### config.mk
export PLATFORM = sky130hd
export DESIGN_NAME = allpass_coef_loader_flat
export DESIGN_NICKNAME = d
export VERILOG_FILES = /design/src/rtl/allpass_coef_loader_if.sv /design/src/rtl/allpass_coef_loader.sv /design/src/flat_wrapper.sv
export SDC_FILE = /design/constraint.sdc
export NUM_CORES = 1
export LEC_CHECK = 0
export ABC_AREA = 1
export CAP_MARGIN = 20
export CORE_MARGIN = 5
export CORE_UTILIZATION = 26
export CTS_CLUSTER_DIAMETER = 200
export DETAILED_ROUTE_END_ITERATION = 7
export PLACE_DENSITY = 0.54
export REMOVE_ABC_BUFFERS = 1
export SLEW_MARGIN = 40
export SYNTH_ARGS = -nofsm -noshare
export SYNTH_HDL_FRONTEND = slang
export SYNTH_SLANG_ARGS = --single-unit
export TNS_END_PERCENT = 50
### constraint.sdc
create_clock -name clk -period 1.44 [get_ports clk]
set_input_delay 0.288 -clock clk [delete_from_list [all_inputs] [get_ports clk]]
set_output_delay 0.288 -clock clk [all_outputs]
set_load 0.005 [all_outputs]
### src/rtl/allpass_coef_loader_if.sv
// ---------------------------------------------------------------------------
// allpass_coef_loader_if
//
// Purpose:
//   Valid/ready word stream that carries allpass coefficients, one signed
//   word per beat, into allpass_coef_loader.
//
// Signals:
//   s_valid  sender has a word on s_data
//   s_ready  loader can take a word this cycle
//   s_data   signed coefficient word (WIDTH bits)
//   s_last   marks the final word of a frame
//
// Modports:
//   master   the coefficient source (drives valid/data/last)
//   slave    the loader (drives ready)
// ---------------------------------------------------------------------------
interface allpass_coef_loader_if #(
  parameter int WIDTH = 16
);

  logic             s_valid;
  logic             s_ready;
  logic [WIDTH-1:0] s_data;
  logic             s_last;

  modport master (
    output s_valid,
    output s_data,
    output s_last,
    input  s_ready
  );

  modport slave (
    input  s_valid,
    input  s_data,
    input  s_last,
    output s_ready
  );

endinterface

### src/rtl/allpass_coef_loader.sv
// ---------------------------------------------------------------------------
// allpass_coef_loader
//
// Purpose:
//   Serial-to-parallel coefficient loader for the allpass IIR section.
//   Words arrive one per handshake beat and are collected in shadow
//   registers. Only a frame of exactly N words (s_last on the N-th) is
//   copied to the parallel bus c, and that copy happens on a single clock
//   edge, so the filter never sees a half-updated coefficient set.
//   Short and long frames are discarded and flagged with an err pulse.
//
// Ports:
//   clk         system clock, rising edge
//   rst         asynchronous active-low reset
//   s           coefficient stream (slave side of allpass_coef_loader_if)
//   c           committed coefficients, index g at [WIDTH*(g+1)-1 : WIDTH*g]
//   c_update    one-cycle pulse in the first cycle a new c is visible
//   err         one-cycle pulse after a malformed frame is detected
//   commit_cnt  number of successful commits, wraps 255 -> 0
// ---------------------------------------------------------------------------
module allpass_coef_loader #(
  parameter int WIDTH = 16,
  parameter int N     = 5
) (
  input  logic                 clk,
  input  logic                 rst,
  allpass_coef_loader_if.slave s,
  output logic [WIDTH*N-1:0]   c,
  output logic                 c_update,
  output logic                 err,
  output logic [7:0]           commit_cnt
);

  // idx must still be at least one bit wide when N == 1
  localparam int IDXW = (N > 1) ? $clog2(N) : 1;
  localparam logic [IDXW-1:0] LAST_IDX = IDXW'(N - 1);

  typedef enum logic [1:0] {
    ST_LOAD   = 2'd0,
    ST_COMMIT = 2'd1,
    ST_DROP   = 2'd2
  } state_t;

  state_t           state;
  state_t           state_nxt;
  logic [IDXW-1:0]  idx;
  logic [IDXW-1:0]  idx_nxt;
  logic [WIDTH-1:0] shadow [N];
  logic             ready_q;
  logic             accept;
  logic             shadow_we;
  logic             commit;
  logic             err_nxt;

  // s_ready comes straight from a flop so it never depends on s_valid;
  // it is low during reset and during the single COMMIT bubble.
  assign s.s_ready = ready_q;
  assign accept    = s.s_valid && ready_q;

  // Next-state logic. In LOAD every accepted word lands in the shadow
  // registers; s_last is then compared against the word position to spot
  // short frames (s_last too early) and long frames (no s_last on the N-th
  // word). A long frame parks in DROP, which swallows words silently until
  // the sender's s_last lets the loader resynchronise.
  always_comb begin
    state_nxt = state;
    idx_nxt   = idx;
    shadow_we = 1'b0;
    commit    = 1'b0;
    err_nxt   = 1'b0;
    case (state)
      ST_LOAD: begin
        if (accept) begin
          shadow_we = 1'b1;
          if (idx == LAST_IDX) begin
            idx_nxt = '0;
            if (s.s_last) begin
              state_nxt = ST_COMMIT;
            end else begin
              err_nxt   = 1'b1;
              state_nxt = ST_DROP;
            end
          end else if (s.s_last) begin
            err_nxt = 1'b1;
            idx_nxt = '0;
          end else begin
            idx_nxt = idx + 1'b1;
          end
        end
      end
      ST_COMMIT: begin
        commit    = 1'b1;
        idx_nxt   = '0;
        state_nxt = ST_LOAD;
      end
      ST_DROP: begin
        if (accept && s.s_last) begin
          idx_nxt   = '0;
          state_nxt = ST_LOAD;
        end
      end
      default: begin
        idx_nxt   = '0;
        state_nxt = ST_LOAD;
      end
    endcase
  end

  // State, index and the registered ready flag. ready_q looks one state
  // ahead so that it is already low for the whole COMMIT cycle and comes
  // back high on the same edge that leaves COMMIT.
  always_ff @(posedge clk or negedge rst) begin
    if (!rst) begin
      state   <= ST_LOAD;
      idx     <= '0;
      ready_q <= 1'b0;
    end else begin
      state   <= state_nxt;
      idx     <= idx_nxt;
      ready_q <= (state_nxt != ST_COMMIT);
    end
  end

  // Shadow registers collect the frame word by word; nothing downstream
  // sees them until the whole frame has been validated.
  always_ff @(posedge clk or negedge rst) begin
    if (!rst) begin
      for (int g = 0; g < N; g++) begin
        shadow[g] <= '0;
      end
    end else if (shadow_we) begin
      shadow[idx] <= s.s_data;
    end
  end

  // The committed bus and its status outputs. c is copied from all shadow
  // registers on one edge, and reset clears it immediately so a filter
  // never keeps running on coefficients from an abandoned frame.
  always_ff @(posedge clk or negedge rst) begin
    if (!rst) begin
      c          <= '0;
      c_update   <= 1'b0;
      err        <= 1'b0;
      commit_cnt <= 8'd0;
    end else begin
      c_update <= commit;
      err      <= err_nxt;
      if (commit) begin
        for (int g = 0; g < N; g++) begin
          c[g*WIDTH +: WIDTH] <= shadow[g];
        end
        commit_cnt <= commit_cnt + 8'd1;
      end
    end
  end

endmodule

### src/flat_wrapper.sv
// flat-port wrapper written by rule: the top's interface ports become plain ports
module allpass_coef_loader_flat 
#(
  parameter int WIDTH = 16,
  parameter int N     = 5
)
  (clk, rst, c, c_update, err, commit_cnt, s_s_valid, s_s_data, s_s_last, s_s_ready);
  allpass_coef_loader_if #(.WIDTH(WIDTH)) s_i ();
  input  logic clk;
  input  logic rst;
  output logic [WIDTH*N-1:0] c;
  output logic c_update;
  output logic err;
  output logic [7:0] commit_cnt;
  input wire logic [$bits(s_i.s_valid)-1:0] s_s_valid;
  input wire logic [$bits(s_i.s_data)-1:0] s_s_data;
  input wire logic [$bits(s_i.s_last)-1:0] s_s_last;
  output wire logic [$bits(s_i.s_ready)-1:0] s_s_ready;
  assign s_i.s_valid = s_s_valid;
  assign s_i.s_data = s_s_data;
  assign s_i.s_last = s_s_last;
  assign s_s_ready = s_i.s_ready;
  allpass_coef_loader #(.WIDTH(WIDTH), .N(N)) u_core (.clk(clk), .rst(rst), .s(s_i), .c(c), .c_update(c_update), .err(err), .commit_cnt(commit_cnt));
endmodule
==> run metrics, run 1 <==
status finished clean; Total Routing Usage GR 11.7%; core area 25800 µm²; most frequent cells in the layout nand2_1 (348), dfrtp_1 (175), dlygate4sd2_1 (87); Worst path slowest cell dfrtp_1; Die Y 171 µm; critical path class flop to primary output; top cells by area, synth dfrtp_1 (65%), nand2_1 (19%), o21ai_1 (5.9%), buf_4 (1.8%), inv_1 (1.4%); Final min period 1.37 ns; Fin Setup TNS 0 ns; cell family with most CP delay flip-flops; wire per inst 13.8 µm; final setup vio count 0; largest family of logic cells by synthesized area simple AND/OR/NAND/NOR gates; Clock Skew 0.00976 ns; synthesized area 6740 µm²; critical path data required time 1.15 ns; Reg clk slew, reported paths 0.06 ns; Post-synth EDFFs 0; max-slew violations 0; adder-cell share of the synthesized area 0.557%; Area Growth Syn to Fin 33.7%; die span in x 171 µm; CTS tree yes; Site Rows 59; leakage 4.94 nW; Detail Route Antenna Nets 0; Post-Synth XOR/XNOR Area 0.390%; register area share after synthesis 65.3%; io pins 111; Final WS setup 0.0651 ns; Num CTS Buffers 17; crit end category primary output; initial antenna violation count 0; H-tree levels 4; Die Footprint 29200 µm²; RD Place Congestion 0.726; total grt overflow 0; Main synth FF type dfrtp_1; FILL cells 2676; Final Util 35.0%; Worst Setup Start Kind flop; HPWL Detailed 11000 µm; Starting Density 26.2%; vias in the first global route 4891; Yosys reg bits 176; Worst EP arrival 1.09 ns; worst vdd ir 0.720 mV; CP max FO 2; max incr delay on CP 0.40 ns; Sink Count 176; largest buffer count on any clock path 2; RSZ-0062 raised after global routing no; hold crit path type input port to async pin; vias post-DR 4984; Synth area leader dfrtp_1; largest net degree at the start of global routing 46; Slew HR 74.8%; Remaining DRCs 0; Tcrit/Tclk final 95.5%; initial DRC count 376; final hold slack 0.367 ns; Synth Warn # 0; post-synthesis compound-gate area fraction 6.35%; Cell Chain, Critical Path dlygate4sd2_1; Max-Cap Viols 0; vias per cell 4.17; ANT cells 0; first-pass GRT wire length 26700 µm; asr flop ratio synth 100%; register area 4410 µm²; Final Hold Fails 0; CP bufs+invs 1; Pwr Density 1960 nW/µm²; share of layout cells above drive strength 1 9.77%; Root Driver clkbuf_16; Final #Nets 872; most common cell after layout, fill and taps aside nand2_1; cells after synthesis 713; area occupied by multi-input gates 2000 µm²; Synth top area share 65.3%; actual slew at the worst max-slew pin 0.378 ns; dpl ws -0.271 ns; mux contribution to synthesized area 0%; IO Port Bufs 110; FMAX 727 MHz; syn_area_per_cell 9.46 µm²; Clock Latency Late Sink 0.42 ns; Post-Route WL 16500 µm; Netlist cell types 22; DR pass1 iterations 5; simple-gate share of the synthesized area 22.2%
[synth_stat cells (all sizes together) (2+ instances only)]
master,n
ha,3
dfrtp,176
inv,32
xor2,3
nand2,354
o21ai,82
buf,32
nand3,11
nor2,11
a21oi,2
nor3,4
[cell type report]
type / count / share of cell area, %
Tap cell: 335 / 4.65
Timing Repair Buffer: 150 / 16.1
Inverter: 32 / 1.35
Clock inverter: 10 / 2.05
Multi-Input combinational cell: 472 / 22.1
Sequential cell: 176 / 48.9
Clock buffer: 20 / 4.85
[power breakdown]
group	switching, W	leakage (nW)	internal [W]
clock	0.00189	0.300	0.00307
combinational	0.00239	2.31	0.00231
sequential	0.00109	2.32	0.00690
[path summary, 6_finish.rpt]
kind	start	to	slack, ns	cells past startpoint
max reg2reg	u_core.state[0]	u_core.shadow[35]	0.12	7
min	rst	u_core.commit_cnt[2]	0.37	2
min reg2reg	u_core.shadow[21]	u_core.c[53]	0.47	2
max in group asynchronous	rst	u_core.c[1]	0.56	3
min in group clk	u_core.shadow[21]	u_core.c[53]	0.47	2
max	u_core.c[29]	c[29]	0.07	1
[metrics by stage]
stage | cell area, µm² | instances | total power, W
2_1_floorplan | 6510 | 680 | 0.0102
3_3_place_gp | 8400 | 1152 | 0.0133
3_5_place_dp | 8400 | 1152 | 0.0134
4_1_cts | 9010 | 1195 | 0.0180
5_1_grt | 9010 | 1195 | 0.0190
6_report | 9010 | 1195 | 0.0176
[logic make-up (layout without fill, tap and decap cells)]
| logic type | Yosys count | count (layout) |
|---|---|---|
| buf+inv | 65 | 212 |
| flops | 176 | 176 |
| compound gates | 85 | 85 |
| fa+ha+maj | 3 | 3 |
| xor+xnor | 3 | 3 |
| simple gates | 381 | 381 |
[flip-flops by register name (all words and copies together), names as in the netlist]
signal             flops
u_core.s.s_ready       1
u_core.c_update        1
u_core.err             1
u_core.commit_cnt      8
u_core.shadow         80
u_core.idx             3
u_core.state           2
u_core.c              80
[per-layer routing]
metal,track usage (%),wire length [µm],vias to the layer above
li1,-,-,2498
met1,15.7,7860,2367
met2,18.4,7680,102
met3,3.47,831,17
met4,3.10,182,0
met5,0,0,-
[timing repair]
action / 4_1_cts / 5_1_grt
hold endpoints to repair: 27 / 0
gates resized for setup: 92 / 4
hold buffers: 1 / 0
endpoints found under the setup margin: 91 / 5
buffers inserted: 12 / 0
Note: power is estimated with default switching activity, not from simulation.
==> inputs of run 2 (changes only) <==
Settings changed: CTS_CLUSTER_DIAMETER 200 to 150, CTS_CLUSTER_SIZE set to 20.
==> results of run 2 <==
The final DEF is identical to that of run 1; final timing and power are the same.
